$ cat src/rtl/cpu_rp2a03_dma_controller.sv
// cpu_rp2a03_dma_controller: halts the 6502 core and sequences OAM and DMC DMA on the CPU bus
// Ports:
//   clk_i, rst_i                      clock, synchronous active-high reset
//   cpu_ce_i, cpu_rd_cycle_i          CPU cycle-end strobe; the ending cycle is a read
//   cpu_halt_o, dma_active_o          CPU stall; DMA owns the bus this cycle
//   oam_dma_start_i, oam_dma_page_i   $4014 write pulse and page byte
//   dmc_dma_exe_i, dmc_dma_addr_i     DMC fetch request level and address
//   dmc_dma_rd_o, dmc_dma_rd_data_o   DMC byte delivery pulse and byte
//   bus_addr_o, bus_rd_o, bus_wr_o    DMA bus address and strobes
//   bus_wr_data_o, bus_rd_data_i      DMA write data, bus read data
module cpu_rp2a03_dma_controller #(
    parameter logic [15:0] OAM_DATA_ADDR = 16'h2004,
    parameter int          OAM_LENGTH    = 256
) (
    input  logic        clk_i,
    input  logic        rst_i,
    input  logic        cpu_ce_i,
    input  logic        cpu_rd_cycle_i,
    output logic        cpu_halt_o,
    output logic        dma_active_o,
    input  logic        oam_dma_start_i,
    input  logic [7:0]  oam_dma_page_i,
    input  logic        dmc_dma_exe_i,
    input  logic [15:0] dmc_dma_addr_i,
    output logic        dmc_dma_rd_o,
    output logic [7:0]  dmc_dma_rd_data_o,
    output logic [15:0] bus_addr_o,
    output logic        bus_rd_o,
    output logic        bus_wr_o,
    output logic [7:0]  bus_wr_data_o,
    input  logic [7:0]  bus_rd_data_i
);
    typedef enum logic [2:0] {IDLE, HALT, DUMMY, ALIGN, DMC_RD, OAM_RD, OAM_WR} state_e;
    localparam logic [7:0] LAST = 8'(OAM_LENGTH - 1);
    state_e      state_q, state_d, arb_d;
    logic        parity_q, oam_pending_q, halt_q, bus_rd_q, bus_wr_q, dmc_rd_q;
    logic        dmc_req, oam_left, get_next;
    logic [7:0]  page_q, index_q, idx_next, bus_wr_data_q, dmc_rd_data_q;
    logic [15:0] bus_addr_q, bus_addr_d;
    always_comb begin
        // the request that is being served in this very cycle must not be served twice
        dmc_req  = dmc_dma_exe_i && state_q != DMC_RD;
        oam_left = oam_pending_q && !(state_q == OAM_WR && index_q == LAST);
        // parity describes the current cycle, so the cycle being entered is a get when this one is a put
        get_next = parity_q;
        idx_next = state_q == OAM_WR ? index_q + 8'd1 : index_q;
        arb_d    = get_next && dmc_req  ? DMC_RD :
                   get_next && oam_left ? OAM_RD :
                   state_q == OAM_RD    ? OAM_WR :
                   dmc_req || oam_left  ? ALIGN  : IDLE;
        state_d  = state_q == IDLE ? ((dmc_req || oam_pending_q) && cpu_rd_cycle_i ? HALT : IDLE) :
                   state_q == HALT && dmc_req && !oam_pending_q ? DUMMY : arb_d;
        bus_addr_d = state_d == DMC_RD ? dmc_dma_addr_i :
                     state_d == OAM_RD ? {page_q, idx_next} :
                     state_d == OAM_WR ? OAM_DATA_ADDR : 16'h0000;
    end
    always_ff @(posedge clk_i) begin
        if (rst_i) begin
            state_q       <= IDLE;
            parity_q      <= 1'b0;
            oam_pending_q <= 1'b0;
            page_q        <= '0;
            index_q       <= '0;
            halt_q        <= 1'b0;
            bus_rd_q      <= 1'b0;
            bus_wr_q      <= 1'b0;
            bus_addr_q    <= '0;
            bus_wr_data_q <= '0;
            dmc_rd_q      <= 1'b0;
            dmc_rd_data_q <= '0;
        end else begin
            dmc_rd_q <= cpu_ce_i && state_q == DMC_RD;
            if (cpu_ce_i && state_q == DMC_RD) dmc_rd_data_q <= bus_rd_data_i;
            if (oam_dma_start_i && !oam_pending_q) begin
                oam_pending_q <= 1'b1;
                page_q        <= oam_dma_page_i;
                index_q       <= '0;
            end
            if (cpu_ce_i) begin
                parity_q      <= ~parity_q;
                state_q       <= state_d;
                halt_q        <= state_d != IDLE;
                bus_rd_q      <= state_d == DMC_RD || state_d == OAM_RD;
                bus_wr_q      <= state_d == OAM_WR;
                bus_addr_q    <= bus_addr_d;
                // OAM_WR always directly follows its OAM_RD, so the byte is taken straight off the bus
                bus_wr_data_q <= state_d == OAM_WR ? bus_rd_data_i : 8'h00;
                if (state_q == OAM_WR) begin
                    index_q <= idx_next;
                    if (index_q == LAST) oam_pending_q <= 1'b0;
                end
            end
        end
    end
    assign cpu_halt_o        = halt_q;
    assign bus_rd_o          = bus_rd_q;
    assign bus_wr_o          = bus_wr_q;
    assign dma_active_o      = bus_rd_q | bus_wr_q;
    assign bus_addr_o        = bus_addr_q;
    assign bus_wr_data_o     = bus_wr_data_q;
    assign dmc_dma_rd_o      = dmc_rd_q;
    assign dmc_dma_rd_data_o = dmc_rd_data_q;
endmodule

$ cat config.mk
export PLATFORM = sky130hd
export DESIGN_NAME = cpu_rp2a03_dma_controller
export DESIGN_NICKNAME = d
export VERILOG_FILES = /design/src/rtl/cpu_rp2a03_dma_controller.sv
export SDC_FILE = /design/constraint.sdc
export NUM_CORES = 1
export LEC_CHECK = 0
export CAP_MARGIN = 15
export CORE_MARGIN = 5
export CORE_UTILIZATION = 43
export CTS_BUF_LIST = sky130_fd_sc_hd__clkbuf_16
export DETAILED_ROUTE_END_ITERATION = 6
export PLACE_DENSITY_LB_ADDON = 0.15
export SYNTH_ARGS = -nofsm -noshare
export SYNTH_HDL_FRONTEND = slang
export SYNTH_SLANG_ARGS = --single-unit
$ cat constraint.sdc
create_clock -name clk_i -period 2.05 [get_ports clk_i]
set_input_delay 0.205 -clock clk_i [delete_from_list [all_inputs] [get_ports clk_i]]
set_output_delay 0.205 -clock clk_i [all_outputs]
set_load 0.01 [all_outputs]
==> metrics.md <==
| Metric | Value |
|---|---|
| Crit Path Category | reg2reg |
| Gr ovfl total | 0 |
| Max-slew violation count | 0 |
| First-pass GRT wire length | 12.6 mm |
| Power density over the cells | 753 nW/um^2 |
| DPL Wire Length | 5.48 mm |
| Area contributors post-synth | dfxtp_1 (44%), nand2_1 (6.9%), a21oi_1 (5.3%) |
| Placed Cells | 487 |
| Slew margin rel. | 26.4% |
| Area of the multi-input gates | 1430 sq um |
| Endpoints failing hold | 0 |
| DRT iter0 DRCs | 167 |
| ANT nets after route | 0 |
| Die area | 7760 sq um |
| Fillers | 458 |
| DP Area | 3720 sq um |
| Flops & latches, synth | 57 |
| Post-synth top cells | dfxtp_1 (57), nand2_1 (48), nor2_1 (33) |
| P&R area growth vs syn | 60.4% |
| Sink Count | 57 |
| Mapped Avg Cell Area | 8.41 sq um |
| Worst vdd ir | 0.583 mV |
| Fin Clk Skew | 0.00513 ns |
| Fin util | 71.1% |
| Worst hold path class | in2reg |
| Core ar. | 5920 sq um |
| Synth Warn # | 0 |
| Die width | 88.1 microns |
| Boundary pin count | 75 |
| Layout Cells excl Fill | 514 |
| Leakage | 1.64 nW |
| Initial Util | 44.3% |
| DRT Pass-1 Iters | 4 |
| Via Count | 2742 |
| Final worst-path cycle share | 99.7% |
| CTS root buffer | clkbuf_16 |
| Final Critical Period | 2.04 ns |
| CTS tree | built |
| Cell with the most instances after synthesis | dfxtp_1 |
| Area occupied by registers | 1150 sq um |
| Max FO, Critical Path | 6 |
| Antenna violations before repair | 0 |
| Top cell type's share of synthesized area | 43.5% |
| WL final | 8.11 mm |
| Net count after synthesis | 351 |
| Longest Clk Path Bufs | 2 |
| Setup crit start kind | flop |
| Req. time, crit path | 2.27 ns |
| Largest net degree at the start of global routing | 29 |
| Setup violations, final | 0 |
| CP endpoint kind | flop |
| Die Ht | 88.1 microns |
| Finished Cell Area | 4210 sq um |
| Max-cap violation count | 0 |
| Antenna cell count | 0 |
| Post-synth EDFFs | 0 |
| Post-route DRC | 0 |
| IO Port Bufs | 74 |
| WL/cell | 15.8 microns |
| Share of post-route cells with drive strength above 1 | 23.9% |
| CP arrival | 2.26 ns |
| Hold slack | 0.264 ns |
| Clock transition at path regs | 0.06 ns |
| Cts bufs inserted | 9 |
| Clock Latency Late Sink | 0.32 ns |
| Placer Congestion | 0.903 |
| Status | completed |
| Top FF cell, synth | dfxtp_1 |
| Sequential share of the synthesized area | 43.5% |
| Gate Count Post-Synth | 312 |
| Fraction of registers with async set/reset | 0% |
| Highest Clock Rate | 489 MHz |
| Vias per cell | 5.33 |
| Slew @ Worst Pin | 1.10 ns |
| Number of global-route vias before repair | 2636 |
| Cell variety after synth | 48 |
| H-Tree Level Count | 3 |
| Final Power | 0.00317 W |
| Synthesized area | 2620 sq um |
| Yosys top cell by area | dfxtp_1 |
| Final layout net count | 473 |
| Row count | 28 |
| Total track usage | 20.9% |
-- cell families after synthesis --
kind of cell             Yosys count  share of synthesized area, %
AND/OR/NAND/NOR                  135                          25.9
AO/OA/AOI/OAI                     85                          22.3
flip-flops                        57                          43.5
buffers and inverters             23                          3.91
XOR/XNOR                           8                          2.67
multiplexers                       3                          1.24
adder cells (fa/ha/maj)            1                         0.477
-- cells in the final DEF, fill, tap and decap left out, types with 2 or more instances in the layout --
cell type,n
mux2_2,2
xnor2_1,6
dfxtp_1,53
nand2_1,47
a21oi_4,2
clkinv_2,3
o21ai_0,7
dfxtp_2,3
nor2_1,31
and3b_1,2
buf_12,2
clkbuf_16,10
a22o_1,10
nand4_1,3
a22oi_1,12
a21oi_1,25
buf_6,3
nand3b_1,4
buf_4,54
clkdlybuf4s50_1,73
or2_2,3
a21oi_2,4
nor3_1,7
o21ai_1,3
nor2b_1,7
nand2b_1,2
nand3_1,14
a211oi_1,13
xor2_1,2
o21a_1,2
-- final cells by class --
cell class | count | share of cell area [%]
clock buffer | 9 | 5.35
clock inverter | 7 | 1.67
multi-input combinational | 232 | 34.0
sequential | 57 | 27.3
tap | 75 | 2.23
timing repair buffer | 134 | 29.5
-- what timing repair did --
action	CTS	global route
setup endpoints to repair	26	23
resized for setup	8	14
buffers inserted	5	6
hold buffers	0	0
pin swaps	5	13
cloned	0	1
-- report_power, final --
part | internal [W] | leakage (nW) | switching (W)
Combinational | 0.000287 | 1.02 | 0.000236
Sequential | 0.00115 | 0.466 | 0.0000278
Clock | 0.000938 | 0.146 | 0.000532
-- registers in the layout, indices dropped and copies added, names as in the netlist --
name and count:
bus_addr_o 16, dmc_dma_rd_data_o 8, get_next 1, bus_rd_o 1
bus_wr_data_o 8, page_q 8, dmc_dma_rd_o 1, state_q 3
bus_wr_o 1, cpu_halt_o 1, index_q 8, oam_pending_q 1
-- metrics by stage --
stage	worst slack, ns	TNS, ns
global placement	-0.352	-7.63
detailed placement	-0.403	-8.34
floorplan	0.117	0
CTS	0.0124	0
global route	-0.0773	-0.837
finish	0.00552	0
-- path summary, 6_finish.rpt --
path | to | start | depth (start not counted) | slack (ns)
max | bus_wr_data_o[5] | state_q[0] | 10 | 0.006
min | get_next | rst_i | 2 | 0.26
min reg2reg | page_q[2] | page_q[2] | 2 | 0.45
max reg2reg | bus_wr_data_o[5] | state_q[0] | 10 | 0.006
-- critical path, cell delays in order (launching register included) --
cell      delay (ns)
dfxtp_4         0.35
buf_4           0.13
nand3b_4        0.15
buf_4           0.14
o31a_1          0.27
buf_4           0.15
a21oi_1         0.21
buf_4           0.19
nor3_4          0.05
buf_6           0.14
a22o_1          0.17
-- routing by layer --
layer  vias to the layer above  wire length, microns  share of wire, %  track usage (%)
li1                       1353                     -                 -                -
met1                      1282                  3510                43             26.0
met2                        97                  3810                47             34.0
met3                        10                   670               8.3             7.06
met4                         0                   123               1.5             6.87
met5                         -                     0                 0                0
Power figures use the tool's default switching activity.
